### config.mk
export PLATFORM = sky130hd
export DESIGN_NAME = warp_rocc_host
export DESIGN_NICKNAME = d
export VERILOG_FILES = /design/src/rtl/warp_rocc_host.sv
export SDC_FILE = /design/constraint.sdc
export NUM_CORES = 1
export LEC_CHECK = 0
export CELL_PAD_IN_SITES_DETAIL_PLACEMENT = 1
export CELL_PAD_IN_SITES_GLOBAL_PLACEMENT = 2
export CORE_MARGIN = 10
export CORE_UTILIZATION = 25
export DETAILED_ROUTE_END_ITERATION = 16
export PLACE_DENSITY_LB_ADDON = 0.15
export REMOVE_ABC_BUFFERS = 1
export SYNTH_ARGS = -nofsm -noshare
export SYNTH_HDL_FRONTEND = slang
export SYNTH_SLANG_ARGS = --single-unit
### constraint.sdc
create_clock -name clk -period 6.6 [get_ports clk]
set_input_delay 0.99 -clock clk [delete_from_list [all_inputs] [get_ports clk]]
set_output_delay 0.99 -clock clk [all_outputs]
set_load 0.01 [all_outputs]
### src/rtl/warp_rocc_host.sv
// warp_rocc_host: host-side RoCC command initiator for warp_engine.
// Takes one host command at a time, issues it on the RoCC cmd channel, waits
// for the matching resp beat, then returns data plus an error code to the host.
// Ports:
//   clk, rst_n                 clock, synchronous active-low reset
//   host_req_*                 host command (valid/ready, funct, rd, rs1/rs2 data)
//   host_rsp_*                 host result (valid/ready, data, rd, err)
//   cmd_*                      RoCC command channel towards the engine
//   resp_*                     RoCC response channel from the engine
//   busy                       transaction in flight
//   cmd_count, err_count       saturating ok / error completion counters
module warp_rocc_host #(
  parameter int unsigned DATA_WIDTH   = 32,
  parameter int unsigned CMD_TIMEOUT  = 100,
  parameter int unsigned RESP_TIMEOUT = 10000,
  parameter int unsigned CNT_WIDTH    = 16
) (
  input  logic                  clk,
  input  logic                  rst_n,
  input  logic                  host_req_valid,
  output logic                  host_req_ready,
  input  logic [6:0]            host_req_funct,
  input  logic [4:0]            host_req_rd,
  input  logic [DATA_WIDTH-1:0] host_req_rs1_data,
  input  logic [DATA_WIDTH-1:0] host_req_rs2_data,
  output logic                  host_rsp_valid,
  input  logic                  host_rsp_ready,
  output logic [DATA_WIDTH-1:0] host_rsp_data,
  output logic [4:0]            host_rsp_rd,
  output logic [1:0]            host_rsp_err,
  output logic                  cmd_valid,
  input  logic                  cmd_ready,
  output logic [6:0]            cmd_funct,
  output logic [4:0]            cmd_rs1,
  output logic [4:0]            cmd_rs2,
  output logic [4:0]            cmd_rd,
  output logic [DATA_WIDTH-1:0] cmd_rs1_data,
  output logic [DATA_WIDTH-1:0] cmd_rs2_data,
  input  logic                  resp_valid,
  output logic                  resp_ready,
  input  logic [4:0]            resp_rd,
  input  logic [DATA_WIDTH-1:0] resp_data,
  output logic                  busy,
  output logic [CNT_WIDTH-1:0]  cmd_count,
  output logic [CNT_WIDTH-1:0]  err_count
);

  localparam int unsigned FUNCT_W = 7;
  localparam int unsigned REG_W   = 5;
  localparam int unsigned ERR_W   = 2;
  localparam int unsigned TMR_MAX = (CMD_TIMEOUT > RESP_TIMEOUT) ? CMD_TIMEOUT : RESP_TIMEOUT;
  localparam int unsigned TW      = $clog2(TMR_MAX + 1);

  localparam logic [ERR_W-1:0] ERR_OK      = 2'b00;
  localparam logic [ERR_W-1:0] ERR_CMD_TO  = 2'b01;
  localparam logic [ERR_W-1:0] ERR_RESP_TO = 2'b10;
  localparam logic [ERR_W-1:0] ERR_RD_MISM = 2'b11;

  typedef enum logic [1:0] {S_IDLE, S_ISSUE, S_WAIT_RESP, S_REPORT} state_t;

  state_t                  state_q, state_d;
  logic [TW-1:0]           timer_q, timer_d, timer_inc;
  logic [FUNCT_W-1:0]      funct_q, funct_d;
  logic [REG_W-1:0]        rd_q, rd_d;
  logic [DATA_WIDTH-1:0]   rs1_q, rs1_d, rs2_q, rs2_d;
  logic                    cmd_valid_q, cmd_valid_d;
  logic                    rsp_valid_q, rsp_valid_d;
  logic [DATA_WIDTH-1:0]   rsp_data_q, rsp_data_d;
  logic [ERR_W-1:0]        rsp_err_q, rsp_err_d;
  logic [CNT_WIDTH-1:0]    cmd_cnt_q, cmd_cnt_d, err_cnt_q, err_cnt_d;

  assign timer_inc = timer_q + TW'(1);

  // Next-state, latches, timer and counters
  always_comb begin
    state_d    = state_q;
    timer_d    = timer_q;
    funct_d    = funct_q;
    rd_d       = rd_q;
    rs1_d      = rs1_q;
    rs2_d      = rs2_q;
    rsp_data_d = rsp_data_q;
    rsp_err_d  = rsp_err_q;
    cmd_cnt_d  = cmd_cnt_q;
    err_cnt_d  = err_cnt_q;

    case (state_q)
      S_IDLE: begin
        if (host_req_valid) begin
          funct_d = host_req_funct;
          rd_d    = host_req_rd;
          rs1_d   = host_req_rs1_data;
          rs2_d   = host_req_rs2_data;
          timer_d = '0;
          state_d = S_ISSUE;
        end
      end
      S_ISSUE: begin
        // Handshake has priority over an expiry in the same cycle
        if (cmd_valid_q && cmd_ready) begin
          timer_d = '0;
          state_d = S_WAIT_RESP;
        end else if (timer_inc == TW'(CMD_TIMEOUT)) begin
          rsp_err_d  = ERR_CMD_TO;
          rsp_data_d = '0;
          state_d    = S_REPORT;
        end else begin
          timer_d = timer_inc;
        end
      end
      S_WAIT_RESP: begin
        if (resp_valid) begin
          rsp_data_d = resp_data;
          rsp_err_d  = (resp_rd != rd_q) ? ERR_RD_MISM : ERR_OK;
          state_d    = S_REPORT;
        end else if (timer_inc == TW'(RESP_TIMEOUT)) begin
          rsp_err_d  = ERR_RESP_TO;
          rsp_data_d = '0;
          state_d    = S_REPORT;
        end else begin
          timer_d = timer_inc;
        end
      end
      S_REPORT: begin
        if (host_rsp_ready) begin
          if (rsp_err_q == ERR_OK) begin
            if (cmd_cnt_q != '1) cmd_cnt_d = cmd_cnt_q + CNT_WIDTH'(1);
          end else begin
            if (err_cnt_q != '1) err_cnt_d = err_cnt_q + CNT_WIDTH'(1);
          end
          state_d = S_IDLE;
        end
      end
      default: state_d = S_IDLE;
    endcase

    // Valids registered from the next state so they track state exactly
    cmd_valid_d = (state_d == S_ISSUE);
    rsp_valid_d = (state_d == S_REPORT);
  end

  // State and datapath registers
  always_ff @(posedge clk) begin
    if (!rst_n) begin
      state_q     <= S_IDLE;
      timer_q     <= '0;
      funct_q     <= '0;
      rd_q        <= '0;
      rs1_q       <= '0;
      rs2_q       <= '0;
      cmd_valid_q <= 1'b0;
      rsp_valid_q <= 1'b0;
      rsp_data_q  <= '0;
      rsp_err_q   <= '0;
      cmd_cnt_q   <= '0;
      err_cnt_q   <= '0;
    end else begin
      state_q     <= state_d;
      timer_q     <= timer_d;
      funct_q     <= funct_d;
      rd_q        <= rd_d;
      rs1_q       <= rs1_d;
      rs2_q       <= rs2_d;
      cmd_valid_q <= cmd_valid_d;
      rsp_valid_q <= rsp_valid_d;
      rsp_data_q  <= rsp_data_d;
      rsp_err_q   <= rsp_err_d;
      cmd_cnt_q   <= cmd_cnt_d;
      err_cnt_q   <= err_cnt_d;
    end
  end

  // State decodes are gated by rst_n so they read 0 throughout reset
  assign host_req_ready = rst_n && (state_q == S_IDLE);
  assign resp_ready     = rst_n && (state_q == S_WAIT_RESP);
  assign busy           = rst_n && (state_q != S_IDLE);

  assign cmd_valid      = cmd_valid_q;
  assign cmd_funct      = funct_q;
  assign cmd_rd         = rd_q;
  assign cmd_rs1        = '0;
  assign cmd_rs2        = '0;
  assign cmd_rs1_data   = rs1_q;
  assign cmd_rs2_data   = rs2_q;

  assign host_rsp_valid = rsp_valid_q;
  assign host_rsp_data  = rsp_data_q;
  assign host_rsp_rd    = rd_q;
  assign host_rsp_err   = rsp_err_q;

  assign cmd_count      = cmd_cnt_q;
  assign err_count      = err_cnt_q;

endmodule
==> impl_metrics.csv <==
group,metric,value,unit
finish,area_delta_synth_final,48.18,%
floorplan,std_cell_rows,61,
timing,maxSlewHeadroom,0.2321,
clock_tree,cts_sinks,160,
clock_tree,clock_latency,430,ps
worst_hold_path,hold_start,"host_rsp_data[18]",
finish,final_util,0.3786,
worst_setup_path,cp_max_fo,34,
power,powerDensity,230.6,mW/mm^2
floorplan,initial_core_util,0.2555,
clock_tree,path_clk_slew,60,ps
floorplan,core,0.02809,mm^2
synth,async_flop_share,0,
placement,postPlaceCellArea,0.01005,mm^2
timing,fmax,0.3066,GHz
synth,seq_area_frac_synth,0.4464,
clock_tree,cts_resized,0,
synth,yosysWarningCount,0,
timing,hold_viol_final,0,
worst_setup_path,r2r_slack,3340,ps
clock_tree,post-cts-setup-buffers,0,
clock_tree,clock-root-buffer,"clkbuf_16",
worst_hold_path,holdPathEnd,"host_rsp_data[18]",
routing,drc_errors,0,
timing,timing.final.ws_setup,3339,ps
worst_setup_path,r2r_start,"timer_q[0]",
worst_setup_path,critical_path_class,"flip-flop to flip-flop",
worst_setup_path,r2r_end,"host_rsp_err[0]",
finish,fin_nets,1192,
synth,syn_area,0.007176,mm^2
timing,final-setup-viol-count,0,
timing,grt_setup_unrepaired,"no",
synth,synth.distinct_cells,59,
clock_tree,hold_buffers,0,
global_routing,grt_max_degree,77,
global_routing,gr-total-overflow,0,
synth,ys_ff_latch,160,
finish,final_cell_mix,"269 x clkdlybuf4s50_1, 254 x nand2_1, 160 x dfxtp_1, 77 x a21boi_0, 34 x mux2i_1",
status,outcome,"finished clean",
floorplan,num_io_pins,281,
routing,vias,6479,
placement,place_hpwl,19.50,mm
routing,wire_per_inst,18.34,um
timing,fin_crit,3261,ps
power,p_leak,3.700,nW
routing,first_iter_violations,178,
timing,slew_viol_final,0,
worst_setup_path,arrival,3610,ps
routing,postRouteAntennaNets,0,
worst_hold_path,hold_depth,2,
timing,skew,20.05,ps
routing,drt_wl_total,26.70,mm
timing,tightestPinTransition,1152,ps
finish,drive_gt1_frac,0.04926,
global_routing,grt_usage,0.1462,
floorplan,dieArea,0.03588,mm^2
worst_setup_path,reg2reg_depth,8,
routing,dr.pass1.iters,4,
synth,synth_edf_count,0,
worst_setup_path,worst_setup_path_end_kind,"flip-flop",
routing,routed_via_density,4.450,
placement,dpl_worst_slack,3217,ps
global_routing,grt_first_pass_wirelength,41.18,mm
timing,period_share,0.4942,
worst_setup_path,path_cells,"ha_1 -> nand3_1 -> o31a_1 -> a211oi_4 -> nand4_2 -> o21ai_1 -> o31a_2 -> o221a_1",
worst_setup_path,cp.required,6950,ps
finish,final_cell_area,0.01063,mm^2
power,vdd_ir_drop_max,0.1374,mV
synth,synthFlopType,"dfxtp_1",
worst_hold_path,hold_path.class,"flip-flop to flip-flop",
job,cap_violations,0,
finish,layout_commonest_cell,"clkdlybuf4s50_1",
worst_setup_path,cpMaxStageDelayCell,"o31a_2",
floorplan,die_x,189.4,um
clock_tree,cts_tree,"built",
worst_setup_path,crit_path_start,"timer_q[0]",
timing,final.setup.tns,0,ps
placement,place.gp.congestion,0.7689,
clock_tree,clk_path_buf_depth,2,
worst_setup_path,start_kind,"flip-flop",
placement,portBuffers,270,
clock_tree,numCtsBuffers,17,
synth,avgSynthCellArea,8.666,um^2
clock_tree,htree_levels,4,
synth,syn_inst,828,
worst_setup_path,cpPeakStageDelay,930,ps
global_routing,grt_pass1_vias,6766,
power,power,2.452,mW
global_routing,antenna_found_initial,2,
floorplan,die_h,189.4,um
sequential cells by signal, summed over array words and instances (netlist names):
name,flops
cmd_valid,1
host_rsp_err,2
cmd_rd,5
cmd_rs2_data,32
cmd_rs1_data,32
timer_q,14
state_q,2
cmd_count,16
host_rsp_data,32
host_rsp_valid,1
cmd_funct,7
err_count,16
layout make-up:
type,count,area (um^2)
clock buffers,17,425.4
clock inverters,13,152.6
diodes,2,5.005
repair buffers,275,2738
inverters,7,26.28
fillers,3299,17450
well taps,378,473.0
flip-flops and latches,160,3203
multi-input cells,604,3610
cell families after synthesis:
logic type / count (synthesis) / share of synthesized area
AO/OA/AOI/OAI: 143 / 0.1536
XOR/XNOR: 35 / 0.04272
adder cells (fa/ha/maj): 8 / 0.01395
buffers and inverters: 73 / 0.05597
flip-flops: 160 / 0.4464
multiplexers: 34 / 0.04743
other: 1 / 0.0005226
AND/OR/NAND/NOR: 374 / 0.2394
Yosys cell counts, types with 3 or more instances:
library cell / n / area share
buf_1: 5 / 0.0026
xnor2_1: 20 / 0.024
or4_1: 4 / 0.0042
nor2b_1: 11 / 0.0096
a21oi_1: 4 / 0.0028
nor3_1: 8 / 0.0056
clkbuf_1: 37 / 0.019
and3_1: 7 / 0.0061
nand4_1: 16 / 0.014
nand2_1: 255 / 0.13
dfxtp_1: 160 / 0.45
o21ai_1: 5 / 0.0035
mux2i_1: 34 / 0.047
a21boi_1: 6 / 0.0063
inv_1: 7 / 0.0037
o211ai_1: 12 / 0.013
o21ai_0: 13 / 0.0091
and2_1: 29 / 0.025
or3_1: 6 / 0.0052
ha_1: 8 / 0.014
buf_4: 16 / 0.017
buf_2: 3 / 0.0021
nand3_1: 13 / 0.0091
nor2_1: 9 / 0.0047
o41ai_2: 4 / 0.0091
o31ai_1: 3 / 0.0031
buf_12: 3 / 0.0084
a21boi_0: 77 / 0.081
xor2_1: 15 / 0.018
nand2b_1: 3 / 0.0026
power breakdown:
group	internal, mW	total, mW	switching (mW)	leakage [nW]
clock network	0.562	1.00	0.440	0.267
registers	1.01	1.04	0.0298	1.30
logic	0.197	0.406	0.208	2.13
total	1.77	2.45	0.679	3.70
through the flow:
| step | hold slack (ps) | cells |
|---|---|---|
| 6_report | 457.9 | 1456 |
| 3_5_place_dp | 449.3 | 1424 |
| 5_1_grt | 470.9 | 1454 |
| 3_3_place_gp | 440.9 | 1424 |
| 4_1_cts | 464.1 | 1454 |
| 2_1_floorplan | 479.0 | 771 |
worst max-delay path, delay by kind of cell (launching register included):
family / cells / cell delay (ps)
adder cells (fa/ha/maj): 1 / 250
AND/OR/NAND/NOR: 2 / 440
AO/OA/AOI/OAI: 5 / 2070
flip-flops: 1 / 410
per-layer routing:
layer,track usage,part of all wire,vias to the layer above,routed length [um]
met4,0.03022,0.0069,2,185
met5,0,0.00049,-,13
met3,0.07424,0.10,13,2748
li1,-,-,3227,-
met1,0.1653,0.42,3075,11170
met2,0.2418,0.47,162,12590
how the worst max path moves through the flow:
stage                  endpoint  slack [ps]  depth (start not counted)
2_1_floorplan   host_rsp_err[0]        3300                          8
4_1_cts         host_rsp_err[0]        3290                          8
3_3_place_gp    host_rsp_err[0]        3240                          6
6_report        host_rsp_err[0]        3340                          8
5_1_grt         host_rsp_err[0]        3070                          8
3_5_place_dp   host_rsp_data[3]        3220                          6
(Power assumes the default switching activity.)
